File: src/rtl/ib_dispatch_ctrl.sv
// Instruction buffer and 2-wide in-order dispatch controller: queues fetched entries,
// feeds the two decoders, and decides each cycle how many decoded slots dispatch.
package ib_dispatch_pkg;
  typedef enum logic [1:0] {
    FUT_ALU  = 2'd0,
    FUT_MULT = 2'd1,
    FUT_BR   = 2'd2,
    FUT_LDST = 2'd3
  } FU_TYPE;

  typedef logic [4:0] ARCH_REG;
  localparam ARCH_REG ZERO_REG = 5'd31;

  typedef struct packed {
    logic [31:0] pc;
    logic [31:0] inst;
  } IBEntry_t;
endpackage

module ib_dispatch_ctrl
  import ib_dispatch_pkg::*;
#(
  parameter int IB_DEPTH = 8,
  parameter int CNT_W    = $clog2(IB_DEPTH + 1)
) (
  input  logic                 clock,
  input  logic                 reset,
  input  logic                 flush,
  input  logic [1:0]           if_valid,
  input  IBEntry_t [1:0]       if_data,
  output logic [1:0]           ib_space,
  output logic [1:0]           ib_valid,
  output IBEntry_t [1:0]       ib_data,
  input  FU_TYPE [1:0]         de_fuType,
  input  ARCH_REG [1:0]        de_destidx,
  input  logic [1:0]           de_halt,
  input  logic [1:0]           de_illegal,
  input  logic [1:0]           de_noop,
  input  logic [1:0]           rob_free,
  input  logic [1:0]           fl_free,
  input  logic [1:0]           rs_alu_free,
  input  logic [1:0]           rs_mult_free,
  input  logic [1:0]           rs_br_free,
  input  logic [1:0]           rs_ldst_free,
  output logic [1:0]           dispatch_en,
  output logic [CNT_W-1:0]     count,
  output logic                 halted,
  output logic                 illegal_stop
);
  localparam int PTR_W = $clog2(IB_DEPTH);

  typedef enum logic [1:0] {S_RUN, S_HALTED, S_ILLEGAL} state_t;

  state_t           state, state_next;
  logic [PTR_W-1:0] head, tail;
  IBEntry_t         mem [IB_DEPTH];

  logic             run;
  logic [CNT_W-1:0] room;
  logic [1:0]       n_fetch, enq, deq;
  logic             halt_go;
  logic [1:0]       fl_need, rs_need;
  logic [1:0]       rs_free [4];
  logic [1:0]       fl_sum, rs_use0, rs_use1;
  logic             same_type, fit0, fit01, br_pair;

  assign run          = (state == S_RUN);
  assign halted       = (state == S_HALTED);
  assign illegal_stop = (state == S_ILLEGAL);

  // Advertised space looks only at the registered count, never at this cycle's dispatch.
  assign room     = CNT_W'(IB_DEPTH) - count;
  assign ib_space = !run ? 2'd0 : (room >= CNT_W'(2)) ? 2'd2 : room[1:0];

  assign ib_valid[0] = run && (count > CNT_W'(0));
  assign ib_valid[1] = run && (count > CNT_W'(1));
  assign ib_data[0]  = mem[head];
  assign ib_data[1]  = mem[head + PTR_W'(1)];

  // NOTE: every signal written in always_comb gets a default first so no latch is inferred.
  always_comb begin
    rs_free[0] = rs_alu_free;
    rs_free[1] = rs_mult_free;
    rs_free[2] = rs_br_free;
    rs_free[3] = rs_ldst_free;

    for (int i = 0; i < 2; i++) begin
      fl_need[i] = (de_destidx[i] != ZERO_REG) && !de_noop[i];
      rs_need[i] = !(de_noop[i] || de_halt[i]);
    end

    same_type = (de_fuType[0] == de_fuType[1]);
    fl_sum    = 2'(fl_need[0]) + 2'(fl_need[1]);
    rs_use0   = 2'(rs_need[0]) + 2'(rs_need[1] && same_type);
    rs_use1   = 2'(rs_need[1]) + 2'(rs_need[0] && same_type);

    fit0  = (rob_free >= 2'd1) && (fl_free >= 2'(fl_need[0]))
         && (rs_free[de_fuType[0]] >= 2'(rs_need[0]));
    fit01 = (rob_free >= 2'd2) && (fl_free >= fl_sum)
         && (rs_free[de_fuType[0]] >= rs_use0)
         && (rs_free[de_fuType[1]] >= rs_use1);
    br_pair = (de_fuType[0] == FUT_BR) && (de_fuType[1] == FUT_BR);

    dispatch_en    = 2'b00;
    dispatch_en[0] = !flush && ib_valid[0] && !de_illegal[0] && fit0;
    dispatch_en[1] = dispatch_en[0] && ib_valid[1] && !de_illegal[1]
                  && !de_halt[0] && fit01 && !br_pair;

    deq     = 2'(dispatch_en[0]) + 2'(dispatch_en[1]);
    halt_go = (dispatch_en[0] && de_halt[0]) || (dispatch_en[1] && de_halt[1]);

    n_fetch = if_valid[1] ? 2'd2 : {1'b0, if_valid[0]};
    enq     = (n_fetch < ib_space) ? n_fetch : ib_space;
    if (flush || halt_go) enq = 2'd0;

    state_next = state;
    if (flush) begin
      state_next = S_RUN;
    end else begin
      unique case (state)
        S_RUN: begin
          if (halt_go)                          state_next = S_HALTED;
          else if (ib_valid[0] && de_illegal[0]) state_next = S_ILLEGAL;
        end
        S_HALTED, S_ILLEGAL: state_next = state;
        default:             state_next = S_RUN;
      endcase
    end
  end

  // NOTE: sequential state uses non-blocking assignments so all registers update together.
  always_ff @(posedge clock or negedge reset) begin
    if (!reset) begin
      state <= S_RUN;
      head  <= '0;
      tail  <= '0;
      count <= '0;
    end else begin
      state <= state_next;
      if (flush) begin
        head  <= '0;
        tail  <= '0;
        count <= '0;
      end else if (halt_go) begin
        // Everything younger than the halt is discarded.
        head  <= tail;
        count <= '0;
      end else begin
        head  <= head + PTR_W'(deq);
        tail  <= tail + PTR_W'(enq);
        count <= count + CNT_W'(enq) - CNT_W'(deq);
      end
    end
  end

  // NOTE: buffer storage is not reset; count/ib_valid gate every read of stale data.
  always_ff @(posedge clock) begin
    if (enq != 2'd0) mem[tail] <= if_data[0];
    if (enq == 2'd2) mem[tail + PTR_W'(1)] <= if_data[1];
  end

endmodule

File: config.mk
export PLATFORM = sky130hd
export DESIGN_NAME = ib_dispatch_ctrl
export DESIGN_NICKNAME = d
export VERILOG_FILES = /design/src/rtl/ib_dispatch_ctrl.sv
export SDC_FILE = /design/constraint.sdc
export NUM_CORES = 1
export LEC_CHECK = 0
export CELL_PAD_IN_SITES_DETAIL_PLACEMENT = 1
export CELL_PAD_IN_SITES_GLOBAL_PLACEMENT = 2
export CORE_ASPECT_RATIO = 0.5
export CORE_MARGIN = 3
export CORE_UTILIZATION = 45
export CTS_BUF_LIST = sky130_fd_sc_hd__clkbuf_4 sky130_fd_sc_hd__clkbuf_8
export DETAILED_ROUTE_END_ITERATION = 6
export PLACE_DENSITY_LB_ADDON = 0.1
export SLEW_MARGIN = 20
export SYNTH_ARGS = -nofsm -noshare
export SYNTH_HDL_FRONTEND = slang
export SYNTH_SLANG_ARGS = --single-unit
File: constraint.sdc
create_clock -name clock -period 5.5 [get_ports clock]
set_clock_uncertainty 0.15 [all_clocks]
set_input_delay 1.375 -clock clock [delete_from_list [all_inputs] [get_ports clock]]
set_output_delay 1.375 -clock clock [all_outputs]
set_load 0.01 [all_outputs]
==> run metrics, run 1 <==
Final Wtd Congestion 0.760; post-route minimum period 5.34 ns; worst reg2reg endpoint mem[0][7]; CTS tree yes; Clock Tree Buf Depth 3; YS warnings 0; Worst Path Arrival 3.81 ns; final setup margin 0.163 ns; post-route ant nets 0; required time of the worst setup path 3.97 ns; post-synth cell types 50; final design utilization 54.8%; Die W 383 µm; WL/cell 28.7 µm; R2R depth 13; placed cell count 2,946; routed vias/inst 5.94; setup violators final 0; commonest non-fill, non-tap cell in the layout edfxtp_1; CP bufs+invs 5; CP startpoint de_fuType[0]; worst slew pin tran 0.989 ns; Max stage delay on crit path 0.53 ns; Worst Path Max Fanout 3; critical path, cell by cell clkdlybuf4s50_1 > buf_4 > mux4_1 > inv_1 > buf_4 > ha_1 > nor3b_4 > nor2_1 > and3_1 > dlygate4sd2_1; Gate Count Post-Synth 1,727; fill count 6,235; IO Count 305; Reg area 15,700 µm²; post-synthesis register bit count 524; outcome complete, no violations; clk_lat worst skew 0.68 ns; Slew headroom 34.0%; area of the multi-input gates 15,300 µm²; global-route wire length before repair 132,000 µm; PortBufs 304; Die Y 195 µm; CTS sink cnt 524; Post-CTS Setup Repair Bufs 0; DRC viols 0; vias in the first global route 20,000; WL final 88,500 µm; Slowest cell on crit path mux4_1; via count 18,300; Synth Cell Area 32,000 µm²; initial antenna violation count 7; Post-CTS Hold Buffers 0; highest clock rate 187 MHz; largest net degree at the start of global routing 130; Pre-Repair DR Iteration Count 5; P_leak 12.5 nW; Critical Path Stages 10; hpwl dp 57,000 µm; core area 69,700 µm²; Layout area overhead 19.2%; Die Footprint 74,700 µm²; Finished Layout Cells 3,084; gr ovfl total 0; worst vdd ir 0.253 mV; Initial Util 46.0%; Root Driver clkbuf_8; initial DRC count 1,315; Seq/Total Area, Yosys 48.9%; CTS clock-pin slew for the worst setup and hold paths 0.07 ns; CP top delay family buffers and inverters; final worst path period share 97.0%; total power divided by cell area 377 nW/µm²; Critical Path Source Type input port; reg2reg setup slack 1.34 ns; Max Slew Vio Count 0; std cell rows 68; Top FF cell, synth edfxtp_1; cell seen most often among critical-path stages buf_4; worst setup path endpoint dispatch_en[1]; HP Class reg -> reg; H-Tree Depth 3; CP endpoint kind output port; Max Cap Viol 0; EDFF count, synth 512; share of layout cells above drive strength 1 53.7%; syn_nets 1,927; Final Hold Vio Count 0; Min Hold Slack 0.465 ns; crit path kind in -> out; CTS Buf Count 80; Global Route Usage Sum 23.8%; reg-to-reg critical path startpoint count[1]; Syn Area/Cell 18.6 µm²; RSZ-0062 raised after global routing false; Nets 2,283; commonest non-fill, non-tap cells in the layout edfxtp_1 (512), mux2_2 (396), clkdlybuf4s50_1 (302), mux4_2 (259), mux2_4 (245); Post-synth ARST share 2.29%; pre-CTS setup slack -0.0674 ns
area by class of cell:
cell class	count	area share, %
flip-flops and latches	524	41.1
multi-input cells	1045	40.1
repair buffers	404	11.6
clock buffers	112	3.54
well taps	945	3.10
inverters	28	0.275
clock inverters	21	0.252
diodes	5	0.0328
worst register-to-register path, delay by kind of cell (launching register included):
kind | cells | cell delay, ns
compound gates | 4 | 1.03
mux | 1 | 0.30
simple gates | 4 | 0.96
flops | 1 | 0.45
buf+inv | 2 | 0.47
fa+ha+maj | 2 | 0.50
kinds of logic (layout without fill, tap and decap cells):
| kind of cell | after synthesis | in the layout | share of synthesized area [%] |
|---|---|---|---|
| adder cells (fa/ha/maj) | 35 | 35 | 1.46 |
| AND/OR/NAND/NOR | 68 | 68 | 1.28 |
| XOR/XNOR | 8 | 8 | 0.219 |
| buffers and inverters | 158 | 565 | 3.68 |
| flip-flops | 524 | 524 | 48.9 |
| AO/OA/AOI/OAI | 33 | 33 | 0.781 |
| other | 0 | 5 | 0 |
| multiplexers | 901 | 901 | 43.7 |
metrics by stage:
stage          total power, mW  setup TNS [ns]  cell area, µm²
2_1_floorplan             8.77               0           32100
3_3_place_gp              11.3         -0.0773           36700
3_5_place_dp              11.4         -0.0776           36700
4_1_cts                   14.6               0           38200
5_1_grt                   15.1               0           38200
6_report                  14.4               0           38200
worst min-delay path by stage:
stage | from | to | slack (ns) | depth (start not counted)
after floorplan | tail[1] | head[1] | 0.40 | 2
after global placement | state[1] | state[1] | 0.45 | 1
after detailed placement | state[1] | state[1] | 0.45 | 1
after CTS | state[1] | state[1] | 0.47 | 1
after global routing | state[1] | state[1] | 0.50 | 1
final | state[1] | state[1] | 0.46 | 1
power by group:
part / internal [mW] / leakage, nW / switching [mW]
logic: 3.26 / 6.97 / 2.67
registers: 5.06 / 4.79 / 0.241
clock network: 1.58 / 0.770 / 1.59
total: 9.90 / 12.5 / 4.50
routing by layer:
metal / share of wire [%] / GRT usage [%]
met5: 0.035 / 0
met4: 1.8 / 5.37
met1: 45 / 33.9
met2: 49 / 38.7
met3: 4.1 / 3.78
cell usage after synthesis, types with 6 or more instances:
library cell	n	area share (%)
ha_1	31	1.2
edfxtp_1	512	48
buf_12	30	1.9
mux2_2	396	14
clkbuf_1	44	0.52
a41o_1	6	0.19
buf_4	23	0.54
mux4_2	259	18
nand2b_1	8	0.16
o21ai_0	7	0.11
nand2_1	10	0.12
buf_1	29	0.34
nor2_1	18	0.21
dfrtp_1	12	0.94
inv_1	28	0.33
mux2_4	245	11
registers in the layout, indices dropped and copies added (netlist names):
signal  flops
mem       512
count       4
head        3
tail        3
state       2
repair_timing:
action                                 CTS  global route
setup endpoints to repair                2             0
resized for setup                        3             0
endpoints found under the hold margin    0             0
(Power assumes the default switching activity.)
==> run 2, diff against run 1 <==
--- a/config.mk
+++ b/config.mk
@@ -5,6 +5,7 @@
 export SDC_FILE = /design/constraint.sdc
 export NUM_CORES = 1
 export LEC_CHECK = 0
+export CAP_MARGIN = 20
 export CELL_PAD_IN_SITES_DETAIL_PLACEMENT = 1
 export CELL_PAD_IN_SITES_GLOBAL_PLACEMENT = 2
 export CORE_ASPECT_RATIO = 0.5
@@ -13,6 +14,7 @@
 export CTS_BUF_LIST = sky130_fd_sc_hd__clkbuf_4 sky130_fd_sc_hd__clkbuf_8
 export DETAILED_ROUTE_END_ITERATION = 6
 export PLACE_DENSITY_LB_ADDON = 0.1
+export SKIP_LAST_GASP = 1
 export SLEW_MARGIN = 20
 export SYNTH_ARGS = -nofsm -noshare
 export SYNTH_HDL_FRONTEND = slang
==> constraint.sdc (replaced) <==
create_clock -name clock -period 5.7 [get_ports clock]
set_clock_uncertainty 0.15 [all_clocks]
set_input_delay 1.425 -clock clock [delete_from_list [all_inputs] [get_ports clock]]
set_output_delay 1.425 -clock clock [all_outputs]
set_load 0.01 [all_outputs]
==> run metrics, run 2 (synthesis gave the netlist of run 1 again) <==
outcome complete, no violations; global-route wire length before repair 132,000 µm; commonest non-fill, non-tap cells in the layout edfxtp_1 (512), mux2_2 (396), clkdlybuf4s50_1 (304), mux4_2 (259), mux2_4 (245); required time of the worst setup path 4.12 ns; vias in the first global route 20,300; cell seen most often among critical-path stages clkdlybuf4s50_1; Biggest register mem; gr ovfl total 0; highest clock rate 179 MHz; crit path kind in -> out; CTS Buf Count 83; worst reg2reg endpoint mem[3][38]; met3 WL 3770 µm; Hold EP state[1]; post-route minimum period 5.58 ns; routed wl met2 44,400 µm; CTS sink cnt 524; Nets 2,278; HP Class reg -> reg; reg-to-reg critical path startpoint count[1]; Worst Path Max Fanout 3; WL/cell 28.8 µm; clk_lat worst skew 0.66 ns; reg2reg setup slack 1.55 ns; CTS tree yes; Setup TNS 0 ns; P_leak 12.6 nW; Top Registers mem x512, count x4; Layout area overhead 19.4%; Clock Tree Buf Depth 3; setup violators final 0; Hold Crit Start state[1]; area of the multi-input gates 15,300 µm²; pre-CTS setup slack 0.0369 ns; hpwl dp 56,000 µm; commonest non-fill, non-tap cell in the layout edfxtp_1; Critical Path Source Type input port; Pre-Repair DR Iteration Count 6; initial DRC count 1,139; Die Y 195 µm; initial antenna violation count 4; Root Driver clkbuf_8; fill count 6,293; worst vdd ir 0.202 mV; CP startpoint de_fuType[0]; Reg area 15,700 µm²; R2R depth 13; placed cell count 2,938; via count 18,300; Slowest cell on crit path mux4_1; Die Footprint 74,700 µm²; Max Slew Vio Count 0; DRC viols 0; CTS clock-pin slew for the worst setup and hold paths 0.06 ns; final setup margin 0.120 ns; Final Wtd Congestion 0.744; PortBufs 304; total power divided by cell area 368 nW/µm²; H-Tree Depth 3; final worst path period share 97.9%; Hold Path Cell Cnt 1; max FFs per register 512; largest net degree at the start of global routing 130; Min Hold Slack 0.475 ns; Global Route Usage Sum 23.8%; worst slew pin tran 1.02 ns; CP endpoint kind output port; post-route ant nets 0; Max stage delay on crit path 0.54 ns; critical path, cell by cell clkdlybuf4s50_1 > buf_4 > mux4_1 > inv_1 > ha_1 > nor3b_4 > nor2_1 > and3_1 > clkdlybuf4s50_1; Die W 383 µm; Worst Path Arrival 4.00 ns; core area 69,700 µm²; std cell rows 68; Finished Layout Cells 3,086; Post-CTS Setup Repair Bufs 0; routed vias/inst 5.92; uppermost routed layer met4; Initial Util 46.0%; IO Count 305; Final Hold Vio Count 0; M1 WL 39,100 µm; Slew headroom 32.2%; Max Cap Viol 0; WL final 88,900 µm; share of layout cells above drive strength 1 54.1%
run 2: timing repair:
action,CTS,global route
hold buffers,0,0
setup endpoints to repair,0,1
resized for setup,0,4
run 2: stage by stage:
stage / utilization [%] / area, µm² / power (mW)
CTS: 54.9 / 38200 / 14.3
global placement: 52.6 / 36600 / 10.9
floorplan: - / 32100 / 8.48
detailed placement: 52.6 / 36600 / 11.0
global route: 54.9 / 38300 / 14.8
finish: 54.9 / 38300 / 14.1
run 2: worst max-delay path by stage:
stage,to,depth (start not counted)
after floorplan,mem[2][0],11
after global placement,dispatch_en[1],11
after detailed placement,dispatch_en[1],11
after CTS,dispatch_en[1],11
after global routing,dispatch_en[1],10
final,dispatch_en[1],9
run 2: layout make-up:
type / count / area share (%)
sequential: 524 / 41.0
inverter: 28 / 0.275
timing repair buffer: 396 / 11.4
tap: 945 / 3.09
antenna: 4 / 0.0262
clock buffer: 127 / 3.93
clock inverter: 17 / 0.258
multi-input combinational: 1045 / 40.1
run 2: power breakdown:
| part | internal (mW) | total [mW] | switching (mW) |
|---|---|---|---|
| sequential | 4.88 | 5.13 | 0.243 |
| clock | 1.71 | 3.26 | 1.55 |
| combinational | 3.13 | 5.69 | 2.57 |
run 2: worst max-delay path, delay by kind of cell:
| family | cells | cell delay (ns) |
|---|---|---|
| simple gates | 3 | 0.54 |
| mux | 1 | 0.54 |
| fa+ha+maj | 1 | 0.26 |
| buf+inv | 4 | 1.23 |
run 2: routing by layer:
metal | vias up | track usage [%]
met5 | - | 0
met4 | 0 | 6.03
met3 | 103 | 3.77
met2 | 422 | 39.8
met1 | 9838 | 32.6
li1 | 7921 | -
